**src/rtl/full_adder_pkg.sv**
```systemverilog
// Shared constants and the pipeline beat record for the clocked 1-bit full adder.
package full_adder_pkg;

  localparam int LATENCY_MIN = 1;
  localparam int LATENCY_MAX = 4;

  typedef struct packed {
    logic valid;
    logic sum;
    logic cout;
  } fa_beat_t;

endpackage

```
**src/rtl/full_adder_cell.sv**
```systemverilog
// Combinational 1-bit full adder: sum and majority carry of a, b and ci.
module full_adder_cell (
  input  logic a,
  input  logic b,
  input  logic ci,
  output logic s,
  output logic co
);

  always_comb begin
    s  = a ^ b ^ ci;
    co = (a & b) | (ci & (a ^ b));
  end

endmodule

```
**src/rtl/full_adder_1bit_behavioral.sv**
```systemverilog
// Clocked 1-bit full adder with an optional serial carry register and a
// LATENCY-deep result pipeline for LSB-first bit-serial addition.
module full_adder_1bit_behavioral
  import full_adder_pkg::*;
#(
  parameter int LATENCY   = 1,
  parameter bit SERIAL_EN = 1'b1
) (
  input  logic clk,
  input  logic rst_n,
  input  logic in_valid,
  input  logic a,
  input  logic b,
  input  logic cin,
  input  logic carry_sel,
  input  logic carry_clr,
  output logic out_valid,
  output logic sum,
  output logic cout,
  output logic carry_q
);

  if (LATENCY < LATENCY_MIN || LATENCY > LATENCY_MAX) begin : g_bad_latency
    $error("full_adder_1bit_behavioral: LATENCY %0d outside %0d..%0d",
           LATENCY, LATENCY_MIN, LATENCY_MAX);
  end

  logic     ci;
  logic     s;
  logic     co;
  fa_beat_t beat_d;
  fa_beat_t pipe_d [LATENCY];
  fa_beat_t pipe_q [LATENCY];

  // Clear beats everything, then the fed-back carry, then the external carry.
  always_comb begin
    ci = cin;
    if (carry_clr) begin
      ci = 1'b0;
    end else if (SERIAL_EN && carry_sel) begin
      ci = carry_q;
    end
  end

  full_adder_cell u_cell (
    .a  (a),
    .b  (b),
    .ci (ci),
    .s  (s),
    .co (co)
  );

  always_comb begin
    beat_d = '0;
    if (in_valid) begin
      beat_d.valid = 1'b1;
      beat_d.sum   = s;
      beat_d.cout  = co;
    end
  end

  if (SERIAL_EN) begin : g_serial
    logic carry_d;

    // The carry updates at the sampling edge so the next serial beat sees it,
    // regardless of how deep the result pipeline is.
    always_comb begin
      carry_d = carry_q;
      if (in_valid) begin
        carry_d = co;
      end else if (carry_clr) begin
        carry_d = 1'b0;
      end
    end

    always_ff @(posedge clk or negedge rst_n) begin
      if (!rst_n) begin
        carry_q <= 1'b0;
      end else begin
        carry_q <= carry_d;
      end
    end
  end else begin : g_no_serial
    assign carry_q = 1'b0;
  end

  for (genvar i = 0; i < LATENCY; i++) begin : g_pipe
    if (i == 0) begin : g_head
      assign pipe_d[i] = beat_d;
    end else begin : g_tail
      assign pipe_d[i] = pipe_q[i-1];
    end
  end

  // Stage boundary: every stage advances each cycle; bubbles carry zero data.
  always_ff @(posedge clk or negedge rst_n) begin
    if (!rst_n) begin
      for (int i = 0; i < LATENCY; i++) begin
        pipe_q[i] <= '0;
      end
    end else begin
      for (int i = 0; i < LATENCY; i++) begin
        pipe_q[i] <= pipe_d[i];
      end
    end
  end

  assign out_valid = pipe_q[LATENCY-1].valid;
  assign sum       = pipe_q[LATENCY-1].sum;
  assign cout      = pipe_q[LATENCY-1].cout;

endmodule

```
**config.mk**
```make
export PLATFORM = sky130hd
export DESIGN_NAME = full_adder_1bit_behavioral
export DESIGN_NICKNAME = d
export VERILOG_FILES = /design/src/rtl/full_adder_pkg.sv /design/src/rtl/full_adder_cell.sv /design/src/rtl/full_adder_1bit_behavioral.sv
export SDC_FILE = /design/constraint.sdc
export NUM_CORES = 1
export LEC_CHECK = 0
export CAP_MARGIN = 20
export CORE_AREA = 2 2 39 41
export CTS_BUF_LIST = sky130_fd_sc_hd__clkbuf_4 sky130_fd_sc_hd__clkbuf_8
export CTS_CLUSTER_DIAMETER = 80
export DETAILED_ROUTE_END_ITERATION = 10
export DIE_AREA = 0 0 41 43
export REMOVE_ABC_BUFFERS = 1
export SLEW_MARGIN = 10
export SYNTH_ARGS = -nofsm -noshare
export SYNTH_HDL_FRONTEND = slang
export SYNTH_SLANG_ARGS = --single-unit
export TNS_END_PERCENT = 1
```
**constraint.sdc**
```tcl
create_clock -name clk -period 1.3 [get_ports clk]
set_input_delay 0.26 -clock clk [delete_from_list [all_inputs] [get_ports clk]]
set_output_delay 0.26 -clock clk [all_outputs]
set_load 0.02 [all_outputs]
```
==> run_results.csv, run 1 <==
group,metric,value,unit
status,outcome,"finished, violations left",
status,violations,"negative setup slack",
critical_path,regToRegEndpoint,"carry_q",
pwr,p_leak,0.167,nW
critical_path,crit_chain,"mux2i_1, nor2_1, fa_2, and2_4, a21o_1",
synthesis,syn_area_per_cell,14.7,um2
synthesis,async_flop_share,100,%
sta,finalClockSkew,0.000219,ns
synthesis,synthTopCellsByCount,"dfrtp_1 (4), nor2_1 (2)",
clocking,clk_latency,0.23,ns
layout,utilization,23.1,%
pwr,power,361,uW
global_route,grt_pass1_wl,489,um
placement,finalWeightedCongestion,0.633,
clocking,clk_pin_slew,0.04,ns
pwr,seq_power_share,38.1,%
clocking,cts_tree,"built",
global_route,grt.overflow.total,0,
sta,setup_viol,2,
synthesis,yosys_warnings,0,
critical_path,reg2reg_from,"carry_q",
sta,whs,0.229,ns
synthesis,yosys.cell_types.count,7,
synthesis,synth_largest_area_cell,"dfrtp_1",
synthesis,synth_area_leaders,"dfrtp_1 (62%), fa_1 (12%), mux2i_1 (6.2%), and2_4 (5.4%), a21o_1 (4.7%)",
die,die_h,43,um
sta,rsz0062_at_grt,"yes",
critical_path,slowest_delay,0.39,ns
synthesis,synth_mux_area_share,6.20,%
pwr,intPower,280,uW
critical_path,crit_path_end,"carry_q",
layout,insertedDiodeCount,0,
placement,placement.io_buffers,11,
critical_path,cp_max_fo,3,
die,start_util,11.7,%
critical_path,ff2ff_path_depth,5,
critical_path,r2r_slack,-0.06,ns
synthesis,synth_compound_area_share,4.65,%
synthesis,synth_xor_area_share,0,%
sta,fin_crit_sh,105,%
synthesis,synth.most_common_cell,"dfrtp_1",
die,dieArea,0.00176,mm2
clocking,cts-buffers-inserted,3,
synthesis,synth_top_area_share,62.0,%
synthesis,synth-simple-area-share,14.7,%
route,via_per_inst,3.10,
sta,timing.fmax,736,MHz
route,drt_first_iter_violations,0,
route,drc,0,
min_path,worst_hold_path_type,"in -> async",
global_route,grt_usage,4.94,%
route,vias,130,
critical_path,cpMaxStageDelayCell,"dfrtp_1",
layout,layout-drive-gt1-share,30.8,%
global_route,antenna_found_initial,0,
route,drt-pass1-iter-count,1,
sta,tightest_slew,0.205,ns
synthesis,synthAdderAreaFrac,12.4,%
critical_path,required,1.42,ns
synthesis,syn_area,161,um2
clocking,cts.sinks,4,
critical_path,start_kind,"flop",
critical_path,cp.depth,5,
route,antenna_left,0,
critical_path,crit_arrival,1.48,ns
critical_path,crit_type,"reg -> reg",
flow_run,maxCapViolations,0,
critical_path,worstSetupStartpoint,"carry_q",
route,routed_wl,339,um
die,core,0.00138,mm2
die,rows,14,
sta,fin_tns_setup,-0.0841,ns
pwr,clockPowerShare,41.7,%
pwr,switching_share,22.4,%
sta,slew_viol_final,0,
layout,nNetsFinal,37,
pwr,power_density,1130,mW/mm2
synthesis,synth_top_family_by_area,"simple AND/OR/NAND/NOR gates",
clocking,cts-root-buf,"clkbuf_4",
synthesis,netlist_instances,11,
clocking,cts_buffer_depth,2,
pwr,pwr-share-comb,20.2,%
synthesis,synth_edf_count,0,
critical_path,crit_family,"flip-flops",
sta,relSlewSlack,86.4,%
layout,area_delta_synth_final,98.4,%
die,die_x,41,um
sta,worst_slack,-0.0587,ns
critical_path,endpoint_kind,"flop",
synthesis,yosys_register_bits,4,
pwr,switchingPower,80.8,uW
global_route,grt_pass1_vias,136,
sta,post-route-min-period,1.36,ns
synthesis,ys_seq_area_share,62.0,%
clocking,cts_hold_buf,0,
global_route,grt_max_degree,5,
sta,hold_viol_final,0,
placement,place_hpwl,279,um
critical_path,worstPathBufferInverterCount,0,
clocking,cts_htree_levels,1,
die,ioPinCount,12,
synthesis,synth_ff_type,"dfrtp_1",
pwr,ir_drop,0.281,mV
route,wl_per_cell,8.07,um
how the worst min path moves through the flow:
| stage | end | startpoint | slack [ns] | depth (start not counted) |
|---|---|---|---|---|
| 2_1_floorplan | carry_q | rst_n | -0.04 | 0 |
| 3_3_place_gp | out_valid | rst_n | 0.47 | 1 |
| 3_5_place_dp | cout | rst_n | 0.48 | 1 |
| 4_1_cts | sum | rst_n | 0.23 | 1 |
| 5_1_grt | sum | rst_n | 0.24 | 1 |
| 6_report | carry_q | rst_n | 0.23 | 1 |
worst register-to-register path: cells and delay by family, from the launching register on:
family,cells,cell delay (ns)
flops,1,0.39
fa+ha+maj,1,0.35
simple gates,2,0.24
compound gates,1,0.14
mux,1,0.13
timing repair:
item	CTS	global route
gates cloned	0	0
buffers inserted	0	0
hold endpoints to repair	0	0
resized for setup	6	3
pin swaps	0	2
setup endpoints to repair	7	2
layout make-up:
type                       instances  area (um2)
timing repair buffer              12         113
clock buffer                       3        22.5
sequential                         4         100
fill                             154        1060
tap                               16        20.0
multi-input combinational          7        65.1
cells by family after synthesis:
group | Yosys count
AO/OA/AOI/OAI | 1
multiplexers | 1
adder cells (fa/ha/maj) | 1
AND/OR/NAND/NOR | 4
flip-flops | 4
per-stage QoR:
step	setup slack, ns	area, um2	cells
finish	-0.0587	320	42
global route	-0.0946	320	42
CTS	-0.0841	314	42
detailed placement	-0.496	299	39
global placement	-0.495	299	39
floorplan	-0.109	161	11
state kept, by name (all words and copies together) (netlist names):
name	count
carry_q	1
cout	1
out_valid	1
sum	1
layer usage:
layer / wire length (um) / global-route usage (%)
met5: 0 / 0
met1: 164 / 5.23
met3: 57 / 4.71
met2: 118 / 4.69
met4: 0 / 6.00
cell usage in the layout (no fill, tap or decap):
master and count:
fa_2 1, dfrtp_1 4, dlygate4sd2_1 4, dlymetal6s2s_1 1, a21o_1 1, buf_4 2
nor2_1 2, clkdlybuf4s50_1 5, and2_4 2, clkbuf_4 3, mux2i_1 1
power groups by stage:
stage          Clock [mW]  Sequential (mW)  Combinational (mW)
3_5_place_dp            0            0.140              0.0772
2_1_floorplan           0            0.152              0.0144
6_report            0.151            0.138              0.0727
5_1_grt             0.165            0.138              0.0793
3_3_place_gp            0            0.140              0.0771
4_1_cts             0.161            0.138              0.0709
No activity file was read; power rests on OpenSTA's default activity.
==> run 2, diff against run 1 <==
==> constraint.sdc (replaced) <==
create_clock -name clk -period 1.45 [get_ports clk]
set_input_delay 0.29 -clock clk [delete_from_list [all_inputs] [get_ports clk]]
set_output_delay 0.29 -clock clk [all_outputs]
set_load 0.02 [all_outputs]
==> run_results.csv, run 2 (same netlist as run 1, synthesis figures left out) <==
group,metric,value,unit
status,outcome,"finished, final reports clean",
critical_path,endpoint_kind,"flop",
layout,multi_input_area,61.3,um2
placement,finalWeightedCongestion,0.628,
critical_path,crit_path_end,"carry_q",
global_route,grt_pass1_vias,135,
global_route,antenna_found_initial,0,
sta,worst_slack,0.0169,ns
route,via_per_inst,3.07,
pwr,power,318,uW
critical_path,crit_type,"in -> reg",
die,die_h,43,um
clocking,post-cts-setup-buffer-count,0,
pwr,power_density,996,mW/mm2
clocking,cts-root-buf,"clkbuf_4",
die,rows,14,
clocking,cts_tree,"built",
pwr,p_leak,0.185,nW
layout,area_delta_synth_final,97.7,%
critical_path,cp_max_fo,2,
min_path,worst_hold_path_type,"in -> async",
sta,slew_viol_final,0,
global_route,grt.overflow.total,0,
sta,tightest_slew,0.227,ns
critical_path,regToRegEndpoint,"carry_q",
sta,whs,0.258,ns
die,core,0.00138,mm2
critical_path,ff2ff_path_depth,5,
sta,fin_crit_sh,98.8,%
route,drt_first_iter_violations,0,
critical_path,worstSetupStartpoint,"cin",
sta,hold_viol_final,0,
clocking,cts-buffers-inserted,3,
placement,pre_cts_ws,-0.358,ns
clocking,clk_pin_slew,0.04,ns
clocking,clk_latency,0.23,ns
critical_path,cp.depth,6,
critical_path,r2r_slack,0.07,ns
critical_path,required,1.57,ns
global_route,grt_max_degree,5,
layout,layout-drive-gt1-share,20.0,%
sta,timing.fmax,698,MHz
sta,finalClockSkew,0.0000389,ns
global_route,grt_usage,5.65,%
global_route,grt_pass1_wl,503,um
route,routed_wl,316,um
critical_path,crit_family,"buffers and inverters",
layout,utilization,23.1,%
critical_path,reg2reg_from,"carry_q",
route,drt-pass1-iter-count,1,
sta,post-route-min-period,1.43,ns
die,die_x,41,um
layout,insertedDiodeCount,0,
sta,setup_viol,0,
route,drc,0,
layout,fillerInstances,152,
route,antenna_left,0,
layout,nNetsFinal,36,
pwr,ir_drop,0.224,mV
critical_path,worstPathBufferInverterCount,1,
route,vias,126,
critical_path,cpMaxStageDelayCell,"clkdlybuf4s50_1",
critical_path,slowest_delay,0.40,ns
sta,relSlewSlack,84.8,%
layout,final_common_cell,"clkdlybuf4s50_1",
flow_run,maxCapViolations,0,
layout,mostFrequentLayoutCells,"clkdlybuf4s50_1 (6), dfrtp_1 (4), clkbuf_4 (3), dlymetal6s2s_1 (3)",
clocking,cts.sinks,4,
sta,fin_tns_setup,0,ns
critical_path,crit_arrival,1.55,ns
sta,rsz0062_at_grt,"yes",
clocking,cts_htree_levels,1,
clocking,cts_hold_buf,0,
clocking,cts_buffer_depth,2,
die,start_util,11.7,%
critical_path,start_kind,"primary input",
critical_path,crit_chain,"clkdlybuf4s50_1, mux2i_1, nor2_1, fa_1, and2_4, a21o_1",
die,dieArea,0.00176,mm2
layout,ff_latch_area,100,um2
route,wl_per_cell,7.71,um
placement,placement.io_buffers,11,
die,ioPinCount,12,
[run 2: cell count changes in the layout (fill, tap and decap cells not counted)]
cell,change
buf_4,-2
dlygate4sd2_1,-2
dlymetal6s2s_1,+2
and2_2,+1
and2_4,-1
clkdlybuf4s50_1,+1
fa_1,+1
fa_2,-1
[run 2: layer usage]
metal  global-route usage (%)  part of all wire [%]  vias up
met5                        0                     0        -
met4                     8.00                     0        0
met3                     6.81                    26        0
met2                     4.38                    32       12
met1                     5.56                    41       50
li1                         -                     -       64
[run 2: worst min path at each step]
stage	end	slack (ns)	depth (start not counted)
final	carry_q	0.26	1
after CTS	sum	0.25	1
after global placement	cout	0.50	1
after global routing	cout	0.26	1
after detailed placement	carry_q	0.50	1
after floorplan	carry_q	-0.006	0
[run 2: timing repair]
action,CTS,global route
cloned,0,0
pin swaps,0,1
resized for setup,2,3
setup endpoints to repair,3,5
[run 2: cell type report]
type	instances	area share (%)
Tap cell	16	6.27
Clock buffer	3	7.06
Sequential cell	4	31.4
Timing Repair Buffer	11	36.1
Multi-Input combinational cell	7	19.2
[run 2: per-stage QoR]
stage / area (um2) / std cells
4_1_cts: 312 / 41
6_report: 319 / 41
3_5_place_dp: 292 / 38
2_1_floorplan: 161 / 11
5_1_grt: 319 / 41
3_3_place_gp: 292 / 38
[run 2: report_power, final]
part / switching, mW / internal [mW] / total, mW
registers: 0.00274 / 0.120 / 0.123
logic: 0.0254 / 0.0360 / 0.0614
clock network: 0.0408 / 0.0923 / 0.133
total: 0.0690 / 0.249 / 0.318
==> run 3, diff against run 2 <==
--- a/config.mk
+++ b/config.mk
@@ -11,7 +11,6 @@
 export CTS_CLUSTER_DIAMETER = 80
 export DETAILED_ROUTE_END_ITERATION = 10
 export DIE_AREA = 0 0 41 43
-export REMOVE_ABC_BUFFERS = 1
 export SLEW_MARGIN = 10
 export SYNTH_ARGS = -nofsm -noshare
 export SYNTH_HDL_FRONTEND = slang
==> results of run 3 <==
No change in the layout: final DEF, timing and power equal those of run 2.
